`config.mk`:
```
export PLATFORM = sky130hd
export DESIGN_NAME = ctrl_sequencer
export DESIGN_NICKNAME = d
export VERILOG_FILES = /design/src/rtl/cpu_ctrl_pkg.sv /design/src/rtl/reg_field_decoder.sv /design/src/rtl/ctrl_sequencer.sv
export SDC_FILE = /design/constraint.sdc
export NUM_CORES = 1
export LEC_CHECK = 0
export BUFFER_PORTS_ARGS = -buffer_cell sky130_fd_sc_hd__clkbuf_2
export CAP_MARGIN = 20
export CORE_ASPECT_RATIO = 0.8
export CORE_UTILIZATION = 40
export CTS_CLUSTER_DIAMETER = 60
export CTS_CLUSTER_SIZE = 20
export DETAILED_ROUTE_END_ITERATION = 16
export PLACE_DENSITY = 0.75
export SLEW_MARGIN = 40
export SYNTH_ARGS = -nofsm -noshare
export SYNTH_HDL_FRONTEND = slang
export SYNTH_HIERARCHICAL = 1
export SYNTH_SLANG_ARGS = --single-unit
```
`constraint.sdc`:
```
create_clock -name clk -period 4.4 [get_ports clk]
set_input_delay 0.66 -clock clk [delete_from_list [all_inputs] [get_ports clk]]
set_output_delay 0.66 -clock clk [all_outputs]
set_load 0.02 [all_outputs]
```
`src/rtl/cpu_ctrl_pkg.sv`:
```
// Shared definitions for the control sequencer: opcode values, ALUControl
// one-hot bit positions, sequencer state encoding and opcode-class helpers.
package cpu_ctrl_pkg;

    localparam int unsigned OPW      = 5;
    localparam int unsigned ALU_NOPS = 12;

    // Opcodes (ir[31:27]); 12..31 are undefined.
    localparam logic [OPW-1:0] OP_ADD = 5'd0;
    localparam logic [OPW-1:0] OP_SUB = 5'd1;
    localparam logic [OPW-1:0] OP_AND = 5'd2;
    localparam logic [OPW-1:0] OP_OR  = 5'd3;
    localparam logic [OPW-1:0] OP_SHR = 5'd4;
    localparam logic [OPW-1:0] OP_SHL = 5'd5;
    localparam logic [OPW-1:0] OP_ROR = 5'd6;
    localparam logic [OPW-1:0] OP_ROL = 5'd7;
    localparam logic [OPW-1:0] OP_MUL = 5'd8;
    localparam logic [OPW-1:0] OP_DIV = 5'd9;
    localparam logic [OPW-1:0] OP_NEG = 5'd10;
    localparam logic [OPW-1:0] OP_NOT = 5'd11;

    // ALUControl bit positions, same order as the opcodes.
    localparam int unsigned ALU_ADD = 0;
    localparam int unsigned ALU_SUB = 1;
    localparam int unsigned ALU_AND = 2;
    localparam int unsigned ALU_OR  = 3;
    localparam int unsigned ALU_SHR = 4;
    localparam int unsigned ALU_SHL = 5;
    localparam int unsigned ALU_ROR = 6;
    localparam int unsigned ALU_ROL = 7;
    localparam int unsigned ALU_MUL = 8;
    localparam int unsigned ALU_DIV = 9;
    localparam int unsigned ALU_NEG = 10;
    localparam int unsigned ALU_NOT = 11;

    typedef enum logic [3:0] {
        ST_IDLE,
        ST_T0,
        ST_T1,
        ST_T2,
        ST_T3,
        ST_T4,
        ST_T5,
        ST_T6,
        ST_DONE
    } ctrl_state_t;

    function automatic logic op_defined(input logic [OPW-1:0] op);
        return (op <= OP_NOT);
    endfunction

    function automatic logic op_unary(input logic [OPW-1:0] op);
        return (op == OP_NEG) || (op == OP_NOT);
    endfunction

    function automatic logic op_muldiv(input logic [OPW-1:0] op);
        return (op == OP_MUL) || (op == OP_DIV);
    endfunction

    // One-hot ALU select for a defined opcode, all-zero otherwise.
    function automatic logic [ALU_NOPS-1:0] alu_onehot(input logic [OPW-1:0] op);
        logic [ALU_NOPS-1:0] sel;
        sel = '0;
        if (op_defined(op)) begin
            sel = {{(ALU_NOPS-1){1'b0}}, 1'b1} << op;
        end
        return sel;
    endfunction

endpackage

```
`src/rtl/reg_field_decoder.sv`:
```
// Register field decoder: turns an IR register field into a one-hot
// strobe vector, all-zero when not enabled.
//   field  : register number from the IR
//   en     : drive the strobe this cycle
//   onehot : NREG-wide one-hot (or zero) strobe vector
module reg_field_decoder #(
    parameter int unsigned NREG = 16,
    parameter int unsigned FW   = 4
) (
    input  logic [FW-1:0]   field,
    input  logic            en,
    output logic [NREG-1:0] onehot
);

    always_comb begin
        onehot = '0;
        if (en) begin
            onehot = {{(NREG-1){1'b0}}, 1'b1} << field;
        end
    end

endmodule

```
`src/rtl/ctrl_sequencer.sv`:
```
// Control sequencer for the datapath bus: runs fetch (T0-T2) and one
// register-register ALU instruction per start/done handshake.
//   clk, clr       : clock, asynchronous active-high reset
//   start          : begin an instruction (sampled only in IDLE)
//   mem_rdy        : memory read data valid
//   ir             : IR contents from the datapath
//   done/illegal/mem_err : one-cycle status pulses; busy : not IDLE
//   Rout/Rin       : one-hot register drive strobes / load enables
//   *out           : bus source strobes (at most one high per cycle)
//   *in, IncPC, MDRRead : load/control enables
//   ALUControl     : one-hot ALU operation
module ctrl_sequencer
    import cpu_ctrl_pkg::*;
#(
    parameter int unsigned NREG    = 16,
    parameter int unsigned ALUW    = 12,
    parameter int unsigned TIMEOUT = 15
) (
    input  logic            clk,
    input  logic            clr,
    input  logic            start,
    input  logic            mem_rdy,
    input  logic [31:0]     ir,
    output logic            done,
    output logic            illegal,
    output logic            mem_err,
    output logic            busy,
    output logic [NREG-1:0] Rout,
    output logic [NREG-1:0] Rin,
    output logic            PCout,
    output logic            MDRout,
    output logic            Zhighout,
    output logic            Zlowout,
    output logic            HIout,
    output logic            LOout,
    output logic            InPortout,
    output logic            Cout,
    output logic            PCin,
    output logic            IRin,
    output logic            MARin,
    output logic            MDRin,
    output logic            Yin,
    output logic            Zin,
    output logic            HIin,
    output logic            LOin,
    output logic            IncPC,
    output logic            MDRRead,
    output logic [ALUW-1:0] ALUControl
);

    localparam int unsigned CW = $clog2(TIMEOUT + 1);

    ctrl_state_t state, state_nxt;
    logic [CW-1:0]  wait_cnt;
    logic           timed_out;

    logic [OPW-1:0] op_q;
    logic [3:0]     ra_q, rb_q, rc_q;

    logic           ra_en, rb_en, rc_en;
    logic [NREG-1:0] rb_oh, rc_oh;

    logic           unused_ir;
    assign unused_ir = ^ir[14:0];

    assign timed_out = (wait_cnt == CW'(TIMEOUT));

    // State register, T1 wait counter and IR field latch.
    always_ff @(posedge clk or posedge clr) begin
        if (clr) begin
            state    <= ST_IDLE;
            wait_cnt <= '0;
            op_q     <= '0;
            ra_q     <= '0;
            rb_q     <= '0;
            rc_q     <= '0;
        end else begin
            state <= state_nxt;
            if (state == ST_T1 && !mem_rdy && !timed_out) begin
                wait_cnt <= wait_cnt + CW'(1);
            end else begin
                wait_cnt <= '0;
            end
            // Fields are captured on the edge into T3, so ir must be
            // presented by the end of T2.
            if (state == ST_T2) begin
                op_q <= ir[31:27];
                ra_q <= ir[26:23];
                rb_q <= ir[22:19];
                rc_q <= ir[18:15];
            end
        end
    end

    always_comb begin
        state_nxt = state;
        case (state)
            ST_IDLE: if (start) state_nxt = ST_T0;
            ST_T0:   state_nxt = ST_T1;
            ST_T1: begin
                if (timed_out)    state_nxt = ST_IDLE;
                else if (mem_rdy) state_nxt = ST_T2;
            end
            ST_T2:   state_nxt = ST_T3;
            ST_T3:   state_nxt = op_defined(op_q) ? ST_T4 : ST_IDLE;
            ST_T4:   state_nxt = op_unary(op_q) ? ST_DONE : ST_T5;
            ST_T5:   state_nxt = op_muldiv(op_q) ? ST_T6 : ST_DONE;
            ST_T6:   state_nxt = ST_DONE;
            ST_DONE: state_nxt = ST_IDLE;
            default: state_nxt = ST_IDLE;
        endcase
    end

    always_comb begin
        done       = 1'b0;
        illegal    = 1'b0;
        mem_err    = 1'b0;
        busy       = (state != ST_IDLE);
        PCout      = 1'b0;
        MDRout     = 1'b0;
        Zhighout   = 1'b0;
        Zlowout    = 1'b0;
        HIout      = 1'b0;
        LOout      = 1'b0;
        InPortout  = 1'b0;
        Cout       = 1'b0;
        PCin       = 1'b0;
        IRin       = 1'b0;
        MARin      = 1'b0;
        MDRin      = 1'b0;
        Yin        = 1'b0;
        Zin        = 1'b0;
        HIin       = 1'b0;
        LOin       = 1'b0;
        IncPC      = 1'b0;
        MDRRead    = 1'b0;
        ALUControl = '0;
        ra_en      = 1'b0;
        rb_en      = 1'b0;
        rc_en      = 1'b0;
        case (state)
            ST_T0: begin
                PCout = 1'b1;
                MARin = 1'b1;
                IncPC = 1'b1;
                Zin   = 1'b1;
            end
            ST_T1: begin
                Zlowout = 1'b1;
                PCin    = 1'b1;
                MDRRead = 1'b1;
                MDRin   = 1'b1;
                mem_err = timed_out;
            end
            ST_T2: begin
                MDRout = 1'b1;
                IRin   = 1'b1;
            end
            ST_T3: begin
                if (!op_defined(op_q)) begin
                    illegal = 1'b1;
                end else if (op_unary(op_q)) begin
                    rb_en      = 1'b1;
                    ALUControl = ALUW'(alu_onehot(op_q));
                    Zin        = 1'b1;
                end else begin
                    rb_en = 1'b1;
                    Yin   = 1'b1;
                end
            end
            ST_T4: begin
                if (op_unary(op_q)) begin
                    Zlowout = 1'b1;
                    ra_en   = 1'b1;
                end else begin
                    rc_en      = 1'b1;
                    ALUControl = ALUW'(alu_onehot(op_q));
                    Zin        = 1'b1;
                end
            end
            ST_T5: begin
                Zlowout = 1'b1;
                if (op_muldiv(op_q)) LOin  = 1'b1;
                else                 ra_en = 1'b1;
            end
            ST_T6: begin
                Zhighout = 1'b1;
                HIin     = 1'b1;
            end
            ST_DONE: done = 1'b1;
            default: ;
        endcase
        // rb and rc are never enabled in the same state, so OR-ing keeps one-hot.
        Rout = rb_oh | rc_oh;
    end

    reg_field_decoder #(.NREG(NREG), .FW(4)) u_rb_dec (
        .field  (rb_q),
        .en     (rb_en),
        .onehot (rb_oh)
    );

    reg_field_decoder #(.NREG(NREG), .FW(4)) u_rc_dec (
        .field  (rc_q),
        .en     (rc_en),
        .onehot (rc_oh)
    );

    reg_field_decoder #(.NREG(NREG), .FW(4)) u_ra_dec (
        .field  (ra_q),
        .en     (ra_en),
        .onehot (Rin)
    );

endmodule
```
==> summary.md, run 1 <==
| Metric | Value |
|---|---|
| Status | `finished clean` |
| Width of the die | `just under 80 um` |
| Largest family of logic cells by synthesized area | `simple AND/OR/NAND/NOR gates` |
| Pint | `655 uW` |
| Post-CTS Setup Inserts | `0` |
| Post-synth EDFFs | `0` |
| Final Critical Period | `3.29 ns` |
| Commonest cells post-synth | `nor2_1 (53), dfrtp_1 (25), or2_2 (16)` |
| Die span in y | `63.5 um` |
| Cts hold-fix bufs | `0` |
| Area share of the largest cell type after synthesis | `0.330` |
| Yosys top cell by area | `dfrtp_1` |
| Synth Area in Simple Gates | `0.443` |
| FP Rows | `21` |
| WL final | `4330 um` |
| # DRC | `0` |
| Xor-xnor portion of the synthesized cell area | `0.00925` |
| Clock sink total | `25` |
| PwrDens | `541 nW/um^2` |
| Sequential share of the synthesized area | `0.330` |
| Yosys Warn Count | `6` |
| Worst Reg-to-Reg Cells | `3` |
| Compound-Gate Fraction of Synth Area | `0.0231` |
| Crit path DAT | `2.63 ns` |
| Slew HR | `0.652` |
| F_max | `about 0.30 GHz` |
| DR pass1 iterations | `4` |
| Total number of vias | `1770` |
| Root Buffer | `clkbuf_8` |
| Cell area after synthesis | `1890 um^2` |
| Final period utilization | `0.749` |
| FF-to-FF setup slack | `2.79 ns` |
| Clock power share | `0.106` |
| Via/cell ratio | `4.99` |
| Worst-Margin Slew | `0.521 ns` |
| Leakage power | `0.00118 uW` |
| Async set or reset register ratio after synthesis | `1.00` |
| R2R Path End | `state[1]` |
| Reg2Reg Launch Point | `op_q[1]` |
| Post-Synthesis Cells | `225` |
| Post-synth cell types | `42` |
| First-pass GRT wire length | `7170 um` |
| Final ANT Viol Nets | `0` |
| Most common cell in the netlist | `nor2_1` |
| Reg clk slew, reported paths | `0.09 ns` |
| Nets@finish | `about 340` |
| Largest cells by area after synthesis | `dfrtp_1 (33%), nor2_1 (11%), mux2_2 (8.9%), or2_2 (5.3%), buf_4 (4.0%)` |
| Die Area | `5010 um^2` |
| DR iter-0 viols | `85` |
| Seq cells post-synth | `25` |
| Crit start category | `flop` |
| Slew Limit Fails | `0` |
| VDD IR max | `0.000239 V` |
| # port buffers | `82` |
| CTS tree | `built` |
| Vias in the first global route | `1604` |
| Placer Congestion | `slightly above 0.8` |
| Logic pwr share | `0.481` |
| P_sw | `601 uW` |
| CTS resizes | `0` |
| Initial antenna violation count | `0` |
| Total CTS buffers | `3` |
| CP Data Required Time | `between 3 and 4 ns` |
| Hold Violations, Final | `0` |
| # setup viols final | `0` |
| CP Capture Type | `output port` |
| DR WL/cell | `12.2 um` |
| Grt ovf | `0` |
| Post-Synth Adder-Cell Area | `0.00661` |
| Buffer depth of the longest clock path | `2` |
| Primary FF master, synth | `dfrtp_1` |
| Clk_lat worst skew | `0.26 ns` |
| Switch share | `0.478` |
| Total GRT Usage | `0.177` |
| Kind of critical path | `flop to output port` |
| Max cap viols | `0` |
| Starting Density | `0.434` |
| Diode count | `0` |
| Largest net degree at the start of global routing | `26` |
| H-tree depth | `1` |
| Max Clock Skew | `0.00304 ns` |
| Critical Path Fanout Max | `8` |
| Mux share of post-synthesis cell area | `0.106` |
| Num ports | `102` |
| Reg power frac | `0.413` |
| Syn_area_per_cell | `8.41 um^2` |
| Post-Route Utilization | `0.533` |
| RSZ-0062 raised after global routing | `false` |
| Detail Placement HPWL | `~3500 um` |
| Min-Delay Path Class | `input pin to asynchronous set/reset pin` |
| Setup TNS Final | `0 ns` |
| Synthesis-to-layout area growth | `22.8%` |
| Share of cells above drive strength 1 | `0.450` |
| Core area | `between 4000 and 5000 um^2` |
==> cell families (layout without fill, tap and decap cells) <==
| group | count (synthesis) | count (layout) |
|---|---|---|
| adders and majority gates | 1 | 1 |
| muxes | 18 | 18 |
| DFF | 25 | 25 |
| xor gates and xnor gates | 2 | 2 |
| buffers and inverters | 26 | 96 |
| and+or+nand+nor | 145 | 145 |
| other | 1 | 4 |
| AOI/OAI and AO/OA | 7 | 7 |
==> routing by layer <==
layer	share of wire	global-route usage	wire [um]	vias to the layer above
met2	0.48	0.301	2090	41
met4	0.00092	0.0114	4	0
met5	0	0	0	-
met3	0.042	0.0319	183	2
li1	-	-	-	896
met1	0.47	0.243	2050	831
==> power by group through the flow <==
stage | clock network, uW | logic, uW | registers, uW
final | 133 | 605 | 519
after detailed placement | 0 | 611 | 520
after CTS | 139 | 612 | 516
after global placement | 0 | 602 | 510
after global routing | 144 | 664 | 544
after floorplan | 0 | 570 | 434
==> worst max-delay path, cell delays in order, from the launching register on <==
cell and delay [ns]:
dfrtp_1 0.46, or3b_2 0.59, mux2i_1 0.15, nor3_1 0.40, or3b_4 0.48, nor3_2 0.11
clkbuf_2 0.19
==> metrics by stage <==
stage	setup WS [ns]	hold slack, ns	cells	area [um^2]	total power, uW
global route	0.940	0.447	355	2320	1350
floorplan	1.61	0.433	228	1900	1000
finish	1.11	0.402	355	2320	1260
CTS	1.12	0.424	355	2320	1270
detailed placement	1.42	0.452	351	2280	1130
global placement	1.44	0.451	351	2280	1110
==> sequential cells by signal, summed over array words and instances, names as in the netlist <==
name / count
rb_q: 4
rc_q: 4
op_q: 5
ra_q: 4
wait_cnt: 4
state: 4
==> area by class of cell <==
type	instances	area, um^2
fillers	422	2040
clock inverters	1	5.00
repair buffers	83	418
inverters	9	33.8
multi-input cells	177	1130
well taps	57	71.3
flip-flops and latches	25	626
clock buffers	3	41.3
==> how the worst max path moves through the flow <==
stage | start | slack [ns] | depth (start not counted) | end
final | op_q[2] | 1.11 | 6 | Rin[0]
after global routing | op_q[2] | 0.94 | 6 | Rin[0]
after CTS | op_q[2] | 1.12 | 6 | Rin[0]
after detailed placement | op_q[1] | 1.42 | 7 | Rout[0]
after global placement | op_q[1] | 1.44 | 7 | Rout[0]
after floorplan | op_q[2] | 1.61 | 5 | Rin[8]
==> layout by cell type, fill, tap and decap left out, types with 2 or more instances in the layout <==
cell type and count:
clkbuf_2 82, nor2_1 53, dfrtp_1 25, or2_2 16, mux2_2 15, nor3_1 12, nand3_1 9, nand2b_1 9
inv_1 8, nand3b_1 7, nand2_1 7, nand4b_1 4, conb_1 4, nor2b_1 3, or3_1 3, clkbuf_8 3
or3b_4 3, nor2_2 3, nor3_2 3, mux2_1 2, a21oi_1 2, nor4_4 2, nor4_1 2, o21ai_0 2
No activity file was read; power rests on OpenSTA's default activity.
==> run 2, diff against run 1 <==
clock period = 3.15 ns   (was 4.4 ns; I/O delays follow)
==> run 2 against run 1 <==
Setup slack got worse by 0.95 ns. Largest power group unchanged. Highest routed layer unchanged. Clock skew about the same. Largest cell class unchanged. Die area did not move.
==> summary.md, run 2 (same netlist as run 1, synthesis figures left out) <==
| Metric | Value |
|---|---|
| Initial antenna violation count | `0` |
| Total GRT Usage | `0.193` |
| Most frequent cells in the layout | `clkbuf_2 (82), nor2_1 (53), dfrtp_1 (25)` |
| # setup viols final | `0` |
| Multi-input logic area | `1130 um^2` |
| Total CTS buffers | `3` |
| Num ports | `102` |
| Crit path DAT | `2.52 ns` |
| Max Clock Skew | `0.00273 ns` |
| Most flop-heavy register | `op_q` |
| Fill cell count | `448` |
| Most common cell after layout, fill and taps aside | `clkbuf_2` |
| Final period utilization | `0.949` |
| Vias in the first global route | `1700` |
| Kind of critical path | `flop to output port` |
| First-pass GRT wire length | `7710 um` |
| Synthesis-to-layout area growth | `24.6%` |
| FP Rows | `21` |
| Slew Limit Fails | `0` |
| Detail Placement HPWL | `between 3000 and 4000 um` |
| Crit start category | `flop` |
| Diode count | `0` |
| VDD IR max | `around 0.00040 V` |
| Max cap viols | `0` |
| CTS tree | `built` |
| Buffer depth of the longest clock path | `2` |
| Core area | `4360 um^2` |
| Largest net degree at the start of global routing | `26` |
| FF+latch area | `626 um^2` |
| DR WL/cell | `13.1 um` |
| Max reg flops | `5` |
| # port buffers | `82` |
| WL final | `4710 um` |
| Slew HR | `0.648` |
| Share of cells above drive strength 1 | `0.457` |
| RSZ-0062 raised after global routing | `false` |
| Starting Density | `0.434` |
| H-tree depth | `1` |
| Final Critical Period | `2.99 ns` |
| Clk_lat worst skew | `0.26 ns` |
| CTS resizes | `0` |
| Die span in y | `63.5 um` |
| Reg clk slew, reported paths | `roughly 0.08 ns` |
| Nets@finish | `340` |
| Min-Delay Path Class | `input pin to asynchronous set/reset pin` |
| CP Data Required Time | `2.68 ns` |
| Post-CTS Setup Inserts | `0` |
| PwrDens | `770 nW/um^2` |
| Final ANT Viol Nets | `0` |
| F_max | `0.334 GHz` |
| Placer Congestion | `between 0.8 and 0.9` |
| Critical Path Fanout Max | `8` |
| DR pass1 iterations | `4` |
| # DRC | `0` |
| Die Area | `5010 um^2` |
| DR iter-0 viols | `between 100 and 150` |
| Worst-Margin Slew | `between 0.5 and 0.6 ns` |
| FF-to-FF setup slack | `~1.4 ns` |
| Setup TNS Final | `0 ns` |
| Grt ovf | `0` |
| Clock sink total | `25` |
| Total number of vias | `1856` |
| Root Buffer | `clkbuf_8` |
| Width of the die | `slightly below 80 um` |
| CP Capture Type | `output port` |
| Cts hold-fix bufs | `0` |
| Hold Violations, Final | `0` |
| Via/cell ratio | `slightly above 5` |
| Leakage power | `0.00120 uW` |
| Status | `finished clean` |
| Hold_ws | `about 0.22 ns` |
[run 2: routing by layer]
layer / vias to the layer above / GRT usage / wire length [um]
met2: 63 / 0.340 / 2330
li1: 899 / - / -
met4: 0 / 0.0159 / 8
met3: 2 / 0.0377 / 297
met1: 892 / 0.254 / 2070
met5: - / 0 / 0
[run 2: where the power goes]
group / switching (uW) / internal [uW] / total (uW) / leakage (uW)
logic: 536 / 396 / 933 / 0.000864
registers: 237 / 459 / 697 / 0.000308
clock network: 96.3 / 90.3 / 187 / 0.0000228
[run 2: final timing paths]
path / from / endpoint / cells after the start
worst min-delay path: clr / ra_q[0] / 2
max in group asynchronous: clr / op_q[1] / 2
worst max register to register: state[0] / op_q[4] / 4
worst min register to register: wait_cnt[0] / wait_cnt[0] / 1
worst max-delay path: op_q[2] / Rin[1] / 6
min in group clk: ir[23] / ra_q[0] / 2
[run 2: area by class of cell]
cell class	instances	share of cell area
Sequential cell	25	0.265
Clock buffer	4	0.0191
Tap cell	57	0.0302
Multi-Input combinational cell	177	0.481
Timing Repair Buffer	87	0.190
Inverter	9	0.0143
[run 2: metrics by stage]
step	worst slack (ns)	utilization	std cells	area, um^2	total power (uW)
6_report	0.159	0.541	359	2360	1820
5_1_grt	0.0592	0.541	359	2360	1950
4_1_cts	0.0341	0.540	359	2350	1820
2_1_floorplan	0.544	-	228	1900	1400
3_5_place_dp	0.339	0.529	355	2310	1630
3_3_place_gp	0.405	0.529	355	2310	1590
[run 2: worst max-delay path, stage by stage (launching register included)]
cell and delay [ns]:
dfrtp_1 0.46, or3b_2 0.60, mux2i_1 0.17, nor3_2 0.25
or3b_4 0.46, nor2_2 0.13, clkbuf_2 0.18
==> run 3, diff against run 2 <==
ABC_AREA = 1   (was not set)
==> run 3 against run 2 <==
Critical path depth rose by 2. Area after synthesis fell by 2.4%. Synthesized cell count rose by 29%. Total power fell by 5.6%. Wire length fell by 5.3%. Largest power group unchanged. Register-to-register slack improved by 0.35 ns. Cell count rose by 18%. Design area fell by 2.9%. Largest cell class unchanged. Sequential power fell by 8.0%. Die area fell by 2.4%.
==> summary.md, run 3 <==
| Metric | Value |
|---|---|
| Status | `finished clean` |
| DR WL/cell | `roughly 10 um` |
| Buffer depth of the longest clock path | `2` |
| Yosys Warn Count | `6` |
| RSZ-0062 raised after global routing | `false` |
| Cts hold-fix bufs | `0` |
| CP Data Required Time | `around 2.7 ns` |
| FP Rows | `21` |
| Grt ovf | `0` |
| Most frequent cells in the layout | `clkbuf_2 (82), nor2_1 (67), nand2_1 (65)` |
| H-tree depth | `1` |
| Kind of critical path | `flop to output port` |
| Min-Delay Path Class | `input pin to asynchronous set/reset pin` |
| Commonest cells post-synth | `nor2_1 (67), nand2_1 (65), inv_1 (35)` |
| Cell area after placement | `2250 um^2` |
| Max stage delay cell, worst path | `dfrtp_1` |
| Crit start category | `flop` |
| CTS tree | `built` |
| Root Buffer | `clkbuf_8` |
| Clock power share | `0.113` |
| Most used cell, CP | `nand2_1` |
| Reg power frac | `0.374` |
| Slew Limit Fails | `0` |
| CP Cell Sequence | `nor2_2, nand3_1, nand2_1, inv_1, nand2_1, nor2_1, or2_2, clkbuf_2` |
| Vias in the first global route | `1762` |
| Post-synth EDFFs | `0` |
| Synthesis-to-layout area growth | `24.1%` |
| Slew HR | `0.647` |
| Critical Path Fanout Max | `8` |
| Seq cells post-synth | `25` |
| Clock sink total | `25` |
| Max cap viols | `0` |
| Max stage delay on crit path | `0.43 ns` |
| Most flop-heavy register | `op_q` |
| Max reg flops | `5` |
| Initial antenna violation count | `0` |
| Detail Placement HPWL | `3560 um` |
| Worst-Margin Slew | `0.529 ns` |
| Syn_area_per_cell | `6.35 um^2` |
| # setup viols final | `0` |
| Most common cell after layout, fill and taps aside | `clkbuf_2` |
| Via/cell ratio | `approximately 4.6` |
| Async set or reset register ratio after synthesis | `1.00` |
| Diode count | `0` |
| Final Critical Period | `2.56 ns` |
| Switch share | `0.520` |
| Largest net degree at the start of global routing | `26` |
| Width of the die | `78.0 um` |
| Fin area | `2290 um^2` |
| CP Capture Type | `output port` |
| VDD IR max | `between 0.0003 and 0.0004 V` |
| First-pass GRT wire length | `between 7000 and 8000 um` |
| Core area | `4310 um^2` |
| Nets@finish | `406` |
| Clk_lat worst skew | `0.27 ns` |
| Logic pwr share | `0.514` |
| Post-CTS Setup Inserts | `0` |
| Crit path DAT | `around 2.1 ns` |
| PwrDens | `between 700 and 800 nW/um^2` |
| Starting Density | `0.429` |
| Placer Congestion | `0.836` |
| WL final | `4460 um` |
| Setup TNS Final | `0 ns` |
| Die Area | `between 4000 and 5000 um^2` |
| Total CTS buffers | `3` |
| Most common cell in the netlist | `nor2_1` |
| DR iter-0 viols | `between 100 and 150` |
| Post-Synthesis Cells | `291` |
| Pint | `around 820 uW` |
| Cell area after synthesis | `~1800 um^2` |
| Total GRT Usage | `0.194` |
| F_max | `0.390 GHz` |
| Primary FF master, synth | `dfrtp_1` |
| Hold Violations, Final | `0` |
| CTS resizes | `0` |
| Reg clk slew, reported paths | `0.09 ns` |
| Area share of the largest cell type after synthesis | `0.339` |
| Leakage power | `0.00132 uW` |
| Total number of vias | `between 1500 and 2000` |
| Sequential share of the synthesized area | `0.339` |
| Largest cells by area after synthesis | `dfrtp_1 (34%), nor2_1 (14%), nand2_1 (13%), nand3_1 (8.1%), inv_1 (7.1%)` |
| Final ANT Viol Nets | `0` |
| Share of cells above drive strength 1 | `0.329` |
| Post-synth cell types | `24` |
| Max Clock Skew | `between 0.003 and 0.004 ns` |
| Die span in y | `62.8 um` |
| # DRC | `0` |
| Yosys top cell by area | `dfrtp_1` |
| P_sw | `891 uW` |
| Num ports | `about 100` |
| # port buffers | `slightly above 80` |
| DR pass1 iterations | `4` |
| Final Power | `1710 uW` |
| Final period utilization | `0.814` |
## run 3: changes by cell type after synthesis, moves of 6 or more
| cell | before | now |
|---|---|---|
| nor3_1 | 12 | 6 |
| inv_1 | 9 | 35 |
| nor2_2 | 3 | 10 |
| nand3b_1 | 7 | 0 |
| nand2b_1 | 9 | 0 |
| nand3_1 | 9 | 30 |
| nor2_1 | 53 | 67 |
| nand2_1 | 7 | 65 |
| mux2_2 | 15 | 0 |
## run 3: power by group through the flow
stage | clock (uW) | combinational (uW) | sequential, uW
final | 194 | 880 | 641
after global routing | 217 | 1010 | 666
after CTS | 203 | 890 | 636
after detailed placement | 0 | 889 | 642
after global placement | 0 | 863 | 636
after floorplan | 0 | 738 | 604
## run 3: kinds of logic (layout without fill, tap and decap cells)
kind of cell | count (synthesis) | in the layout | synth area share
AO/OA/AOI/OAI | 8 | 8 | 0.0230
XOR/XNOR | 2 | 2 | 0.00949
adder cells (fa/ha/maj) | 1 | 1 | 0.00677
buffers and inverters | 52 | 126 | 0.134
flip-flops | 25 | 25 | 0.339
other | 1 | 4 | 0.00203
AND/OR/NAND/NOR | 202 | 202 | 0.486
## run 3: worst max-delay path, delay by kind of cell, from the launching register on
family	cells	cell delay, ns
buf+inv	2	0.24
flops	1	0.43
simple gates	6	1.15
## run 3: area by class of cell
class                           instances  area, um^2
Clock buffer                            4        45.0
Tap cell                               57        71.3
Timing Repair Buffer                   83         418
Fill cell                             457        2020
Sequential cell                        25         626
Inverter                               39         146
Multi-Input combinational cell        217         985
## run 3: final timing paths
check	from	endpoint	slack, ns	cells after the start
max in group asynchronous	clr	ra_q[3]	2.58	2
setup / recovery	op_q[4]	Rout[10]	0.59	8
min in group clk	ir[15]	rc_q[0]	0.40	3
hold reg to reg	wait_cnt[0]	wait_cnt[0]	0.46	1
setup reg to reg	state[3]	op_q[2]	1.73	5
hold / removal	clr	state[0]	0.21	2
## run 3: metrics by stage
step / hold WS [ns] / worst slack (ns) / instances / util
after floorplan: 0.429 / 1.27 / 294 / -
after global placement: 0.447 / 0.940 / 421 / 0.521
after detailed placement: 0.459 / 0.915 / 421 / 0.521
after CTS: 0.228 / 0.602 / 425 / 0.532
after global routing: 0.257 / 0.435 / 425 / 0.532
final: 0.214 / 0.586 / 425 / 0.532
## run 3: layer usage
layer | part of all wire | vias up | track usage
met1 | 0.48 | 847 | 0.254
met4 | 0.0094 | 0 | 0.0602
met5 | 0 | - | 0
met2 | 0.44 | 76 | 0.317
met3 | 0.071 | 7 | 0.0438
li1 | - | 1030 | -
